$ cat config.mk
export PLATFORM = sky130hd
export DESIGN_NAME = cfg_lut_cell_flat
export DESIGN_NICKNAME = d
export VERILOG_FILES = /design/src/rtl/cfg_lut_cell_if.sv /design/src/rtl/cfg_lut_cell.sv /design/src/flat_wrapper.sv
export SDC_FILE = /design/constraint.sdc
export NUM_CORES = 1
export LEC_CHECK = 0
export ABC_AREA = 1
export CAP_MARGIN = 10
export CORE_ASPECT_RATIO = 0.9
export CORE_MARGIN = 3
export CORE_UTILIZATION = 50
export CTS_BUF_LIST = sky130_fd_sc_hd__clkbuf_4
export DETAILED_ROUTE_END_ITERATION = 8
export GPL_TIMING_DRIVEN = 0
export PLACE_DENSITY = 0.77
export SYNTH_ARGS = -nofsm -noshare
export SYNTH_HDL_FRONTEND = slang
export SYNTH_SLANG_ARGS = --single-unit
export TNS_END_PERCENT = 50
$ cat constraint.sdc
create_clock -name clk -period 1.13 [get_ports clk]
set_input_delay 0.1695 -clock clk [delete_from_list [all_inputs] [get_ports clk]]
set_output_delay 0.1695 -clock clk [all_outputs]
set_load 0.005 [all_outputs]
$ cat src/rtl/cfg_lut_cell_if.sv
// Serial configuration port of a cfg_lut_cell: frame start/valid/data from the
// configuration controller, commit pulse and configured status back to it.
interface cfg_lut_cell_if;
  logic cfg_start;
  logic cfg_valid;
  logic cfg_bit;
  logic cfg_done;
  logic configured;

  modport master (
    output cfg_start,
    output cfg_valid,
    output cfg_bit,
    input  cfg_done,
    input  configured
  );

  modport slave (
    input  cfg_start,
    input  cfg_valid,
    input  cfg_bit,
    output cfg_done,
    output configured
  );
endinterface

$ cat src/rtl/cfg_lut_cell.sv
// K-input LUT cell whose truth table and comb/registered mode are shifted in
// serially; a shadow register keeps the active configuration live during reloads.
module cfg_lut_cell #(
  parameter int K = 2
) (
  input  logic         clk,
  input  logic         rst_n,
  input  logic [K-1:0] in,
  input  logic         ce,
  cfg_lut_cell_if.slave cfg,
  output logic         y
);
  localparam int NTAB  = 2 ** K;
  localparam int NBITS = NTAB + 1;
  localparam int CW    = $clog2(NBITS + 1);
  localparam logic [CW-1:0] LAST = CW'(NBITS - 1);

  typedef enum logic [1:0] {UNCFG, LOAD, READY} state_t;

  state_t          state_q, state_d;
  logic [CW-1:0]   cnt_q, cnt_d;
  logic [NTAB-1:0] shadow_q, shadow_d;
  logic [NTAB-1:0] lut_q, lut_d;
  logic            mode_q, mode_d;
  logic            flop_q, flop_d;
  logic            done_q, done_d;
  logic            configured_q, configured_d;

  always_ff @(posedge clk or negedge rst_n) begin
    if (!rst_n) begin
      state_q      <= UNCFG;
      cnt_q        <= '0;
      shadow_q     <= '0;
      lut_q        <= '0;
      mode_q       <= 1'b0;
      flop_q       <= 1'b0;
      done_q       <= 1'b0;
      configured_q <= 1'b0;
    end else begin
      state_q      <= state_d;
      cnt_q        <= cnt_d;
      shadow_q     <= shadow_d;
      lut_q        <= lut_d;
      mode_q       <= mode_d;
      flop_q       <= flop_d;
      done_q       <= done_d;
      configured_q <= configured_d;
    end
  end

  always_comb begin
    state_d      = state_q;
    cnt_d        = cnt_q;
    shadow_d     = shadow_q;
    lut_d        = lut_q;
    mode_d       = mode_q;
    done_d       = 1'b0;
    configured_d = configured_q;
    // The output flop tracks the active table regardless of mode or state.
    flop_d       = ce ? lut_q[in] : flop_q;

    case (state_q)
      UNCFG, READY: begin
        if (cfg.cfg_start) begin
          state_d  = LOAD;
          cnt_d    = '0;
          shadow_d = '0;
        end
      end
      LOAD: begin
        if (cfg.cfg_start) begin
          cnt_d    = '0;
          shadow_d = '0;
        end else if (cfg.cfg_valid) begin
          if (cnt_q == LAST) begin
            // Final bit is the mode; it goes straight to the active copy.
            lut_d        = shadow_q;
            mode_d       = cfg.cfg_bit;
            done_d       = 1'b1;
            configured_d = 1'b1;
            cnt_d        = '0;
            state_d      = READY;
          end else begin
            // LSB-first: after NTAB shifts, entry i sits at shadow bit i.
            shadow_d = {cfg.cfg_bit, shadow_q[NTAB-1:1]};
            cnt_d    = cnt_q + 1'b1;
          end
        end
      end
      default: state_d = UNCFG;
    endcase
  end

  assign y              = configured_q & (mode_q ? flop_q : lut_q[in]);
  assign cfg.cfg_done   = done_q;
  assign cfg.configured = configured_q;
endmodule

$ cat src/flat_wrapper.sv
// flat-port wrapper written by rule: the top's interface ports become plain ports
module cfg_lut_cell_flat 
#(
  parameter int K = 2
)
  (clk, rst_n, in, ce, y, cfg_cfg_start, cfg_cfg_valid, cfg_cfg_bit, cfg_cfg_done, cfg_configured);
  cfg_lut_cell_if cfg_i ();
  input  logic clk;
  input  logic rst_n;
  input  logic [K-1:0] in;
  input  logic ce;
  output logic y;
  input wire logic [$bits(cfg_i.cfg_start)-1:0] cfg_cfg_start;
  input wire logic [$bits(cfg_i.cfg_valid)-1:0] cfg_cfg_valid;
  input wire logic [$bits(cfg_i.cfg_bit)-1:0] cfg_cfg_bit;
  output wire logic [$bits(cfg_i.cfg_done)-1:0] cfg_cfg_done;
  output wire logic [$bits(cfg_i.configured)-1:0] cfg_configured;
  assign cfg_i.cfg_start = cfg_cfg_start;
  assign cfg_i.cfg_valid = cfg_cfg_valid;
  assign cfg_i.cfg_bit = cfg_cfg_bit;
  assign cfg_cfg_done = cfg_i.cfg_done;
  assign cfg_configured = cfg_i.configured;
  cfg_lut_cell #(.K(K)) u_core (.clk(clk), .rst_n(rst_n), .in(in), .ce(ce), .cfg(cfg_i), .y(y));
endmodule
==> results.yml <==
placement:
  place_ws_ns: -0.558
  placed_cell_area_sq_um: 943
  post-dp-hpwl_um: 1060
  gp_congestion: 0.764
  io_buffers: 10
clock_tree:
  cts_hold_buf: 0
  cts_made_buffers: 3
  cts-root-buf: "clkbuf_4"
  clock_sinks: 17
  clkLatencyLatePin_ns: 0.29
  tritoncts: "built"
  clk_path_buf_depth: 2
  cts_max_level: 1
  path_clk_slew_ns: 0.10
run:
  drv_cap: 0
grt:
  grt_max_degree: 18
  grt_pass1_wl_um: 2580
  grt_pass1_vias: 628
  antenna_found_initial: 0
  grt_overflow: 0
  grt_usage_pct: 16.3
timing:
  slew_headroom_pct: 51.4
  fmax_ghz: 0.758
  hold_viol: 0
  fin_ws_ns: -0.190
  finalClockSkew_ns: 0.00203
  fin_crit_sh_pct: 117
  tightest_slew_ns: 0.727
  min_period_ns: 1.32
  rsz0062_at_grt: "yes"
  final-setup-viol-count: 13
  finalMaxSlewViolations: 0
drt:
  drt_first_pass_iters: 4
  drt-initial-drc-count: 5
  wl_per_cell_um: 10.9
  vias: 656
  drc: 0
  totalWireLength_um: 1500
  final_antenna_net_count: 0
  viasPerCell: 4.75
layout:
  fin_area_sq_um: 1070
  drive_gt1_share_pct: 27.6
  final_common_cell: "nand2_1"
  final_cell_mix: "nand2_1, dfrtp_1, inv_1, buf_4, clkdlybuf4s50_1"
  fin_nets: 127
  synthToLayoutAreaGrowth_pct: 31.8
  n_antenna_cell: 0
power:
  power.switching_mw: 0.470
  power_density_nw_per_um2: 1370
  p_seq_share_pct: 51.4
  clkPwrFrac_pct: 22.1
  peakVddDrop_mv: 0.876
  power.share.combinational_pct: 26.6
  p_int_mw: 1.00
  total_leakage_power_nw: 0.564
  p_sw_share_pct: 31.9
status:
  violations: "negative setup slack"
  outcome: "finished with violations"
logic_synthesis:
  synthSimpleGateAreaFrac_pct: 32.6
  yosysSeqAreaShare_pct: 52.3
  synth_cell_types: 20
  syn_nets: 103
  syn_inst: 93
  synth.area.mux_share_pct: 0
  synth-seq-cells: 17
  synth_top_family_by_area: "simple AND/OR/NAND/NOR gates"
  yosys_warnings: 0
  synth-compound-area-share_pct: 5.85
  synth_fa_ha_area_share_pct: 3.08
  synth.cell_area_sq_um: 813
  syn_avg_cell_area_sq_um: 8.74
  synthXorXnorAreaFrac_pct: 1.08
floorplanning:
  die_w_um: 48.5
  die_y_um: 44.3
  dieArea_sq_um: 2150
  io_pins: 11
  start_util_pct: 54.9
  rows: 13
  fp.coreArea_sq_um: 1480
critical_path:
  cp-start-kind: "flip-flop"
  critPathKind: "flip-flop to flip-flop"
  rr_worst_depth: 9
  cp-end-kind: "flip-flop"
  crit_required_ns: 1.36
  cp_max_fo: 2
  critPathArrivalTime_ns: 1.55
min_path:
  min_path_type: "primary input to asynchronous set/reset pin"
## kinds of logic after synthesis
group                    Yosys count
buffers and inverters             11
adder cells (fa/ha/maj)            2
AND/OR/NAND/NOR                   53
AO/OA/AOI/OAI                      9
flip-flops                        17
XOR/XNOR                           1
## final timing paths
kind | from | end | slack [ns]
worst max-delay path | u_core.lut_q[2]$_DFFE_PN0P_ | u_core.flop_q$_DFFE_PN0P_ | -0.19
worst min-delay path | rst_n | u_core.state_q[1]$_DFFE_PN0P_ | 0.30
worst max register to register | u_core.lut_q[2]$_DFFE_PN0P_ | u_core.flop_q$_DFFE_PN0P_ | -0.19
worst min register to register | u_core.lut_q[3]$_DFFE_PN0P_ | u_core.lut_q[3]$_DFFE_PN0P_ | 0.49
max in group asynchronous | rst_n | u_core.lut_q[3]$_DFFE_PN0P_ | 0.38
min in group clk | ce | u_core.flop_q$_DFFE_PN0P_ | 0.46
## flip-flops by register name (all words and copies together), names as in the netlist
register,count
u_core.lut_q,4
u_core.shadow_q,4
u_core.cnt_q,3
u_core.state_q,2
u_core.cfg.cfg_done,1
u_core.cfg.configured,1
u_core.flop_q,1
u_core.mode_q,1
## routing by layer
layer	global-route usage (%)	wire length [um]
met1	17.4	637
met2	28.3	759
met3	6.06	81
met4	9.66	24
met5	0	0
## Yosys cell counts, drive strengths merged
| master | instances | share of area, % |
|---|---|---|
| o31ai | 1 | 0.92 |
| inv | 11 | 5.1 |
| o21ai | 5 | 3.1 |
| ha | 2 | 3.1 |
| dfrtp | 17 | 52 |
| nand3 | 6 | 5.8 |
| xnor2 | 1 | 1.1 |
| or2 | 2 | 1.5 |
| nand2 | 38 | 19 |
| nor2 | 5 | 4.6 |
| a21oi | 3 | 1.8 |
| nand4 | 2 | 1.5 |
## what timing repair did
item	in CTS	in global routing
gates resized for setup	11	10
pin swaps	5	2
setup buffers	6	4
setup endpoints to repair	14	19
## stage by stage
step	util [%]	total power, mW	cells	setup TNS [ns]	hold WS (ns)
4_1_cts	69.1	1.44	135	-1.13	0.324
6_report	72.4	1.47	138	-1.04	0.299
3_5_place_dp	63.7	1.10	125	-3.26	0.469
5_1_grt	72.4	1.59	138	-2.71	0.328
3_3_place_gp	63.7	1.09	125	-3.05	0.459
2_1_floorplan	-	0.976	93	-0.0153	-0.126
## critical path: stages, from the launching register on
cell	delay [ns]
dfrtp_1	0.37
nand2_1	0.07
nand3_2	0.07
nand2_2	0.05
buf_4	0.13
buf_6	0.10
buf_4	0.12
buf_4	0.13
buf_4	0.12
a21oi_2	0.09
## final cells by class
type / count / area (sq um)
repair buffers: 19 / 164
inverters: 11 / 43.8
clock inverters: 1 / 5.00
clock buffers: 3 / 22.5
flip-flops and latches: 17 / 425
fillers: 103 / 408
well taps: 22 / 27.5
multi-input cells: 65 / 384
## power by group through the flow
| stage | Clock, mW | Sequential, mW | Combinational, mW |
|---|---|---|---|
| 6_report | 0.325 | 0.756 | 0.391 |
| 5_1_grt | 0.371 | 0.769 | 0.446 |
| 4_1_cts | 0.328 | 0.754 | 0.359 |
| 3_5_place_dp | 0 | 0.769 | 0.329 |
| 3_3_place_gp | 0 | 0.764 | 0.322 |
| 2_1_floorplan | 0 | 0.754 | 0.222 |
Power figures use the tool's default switching activity.
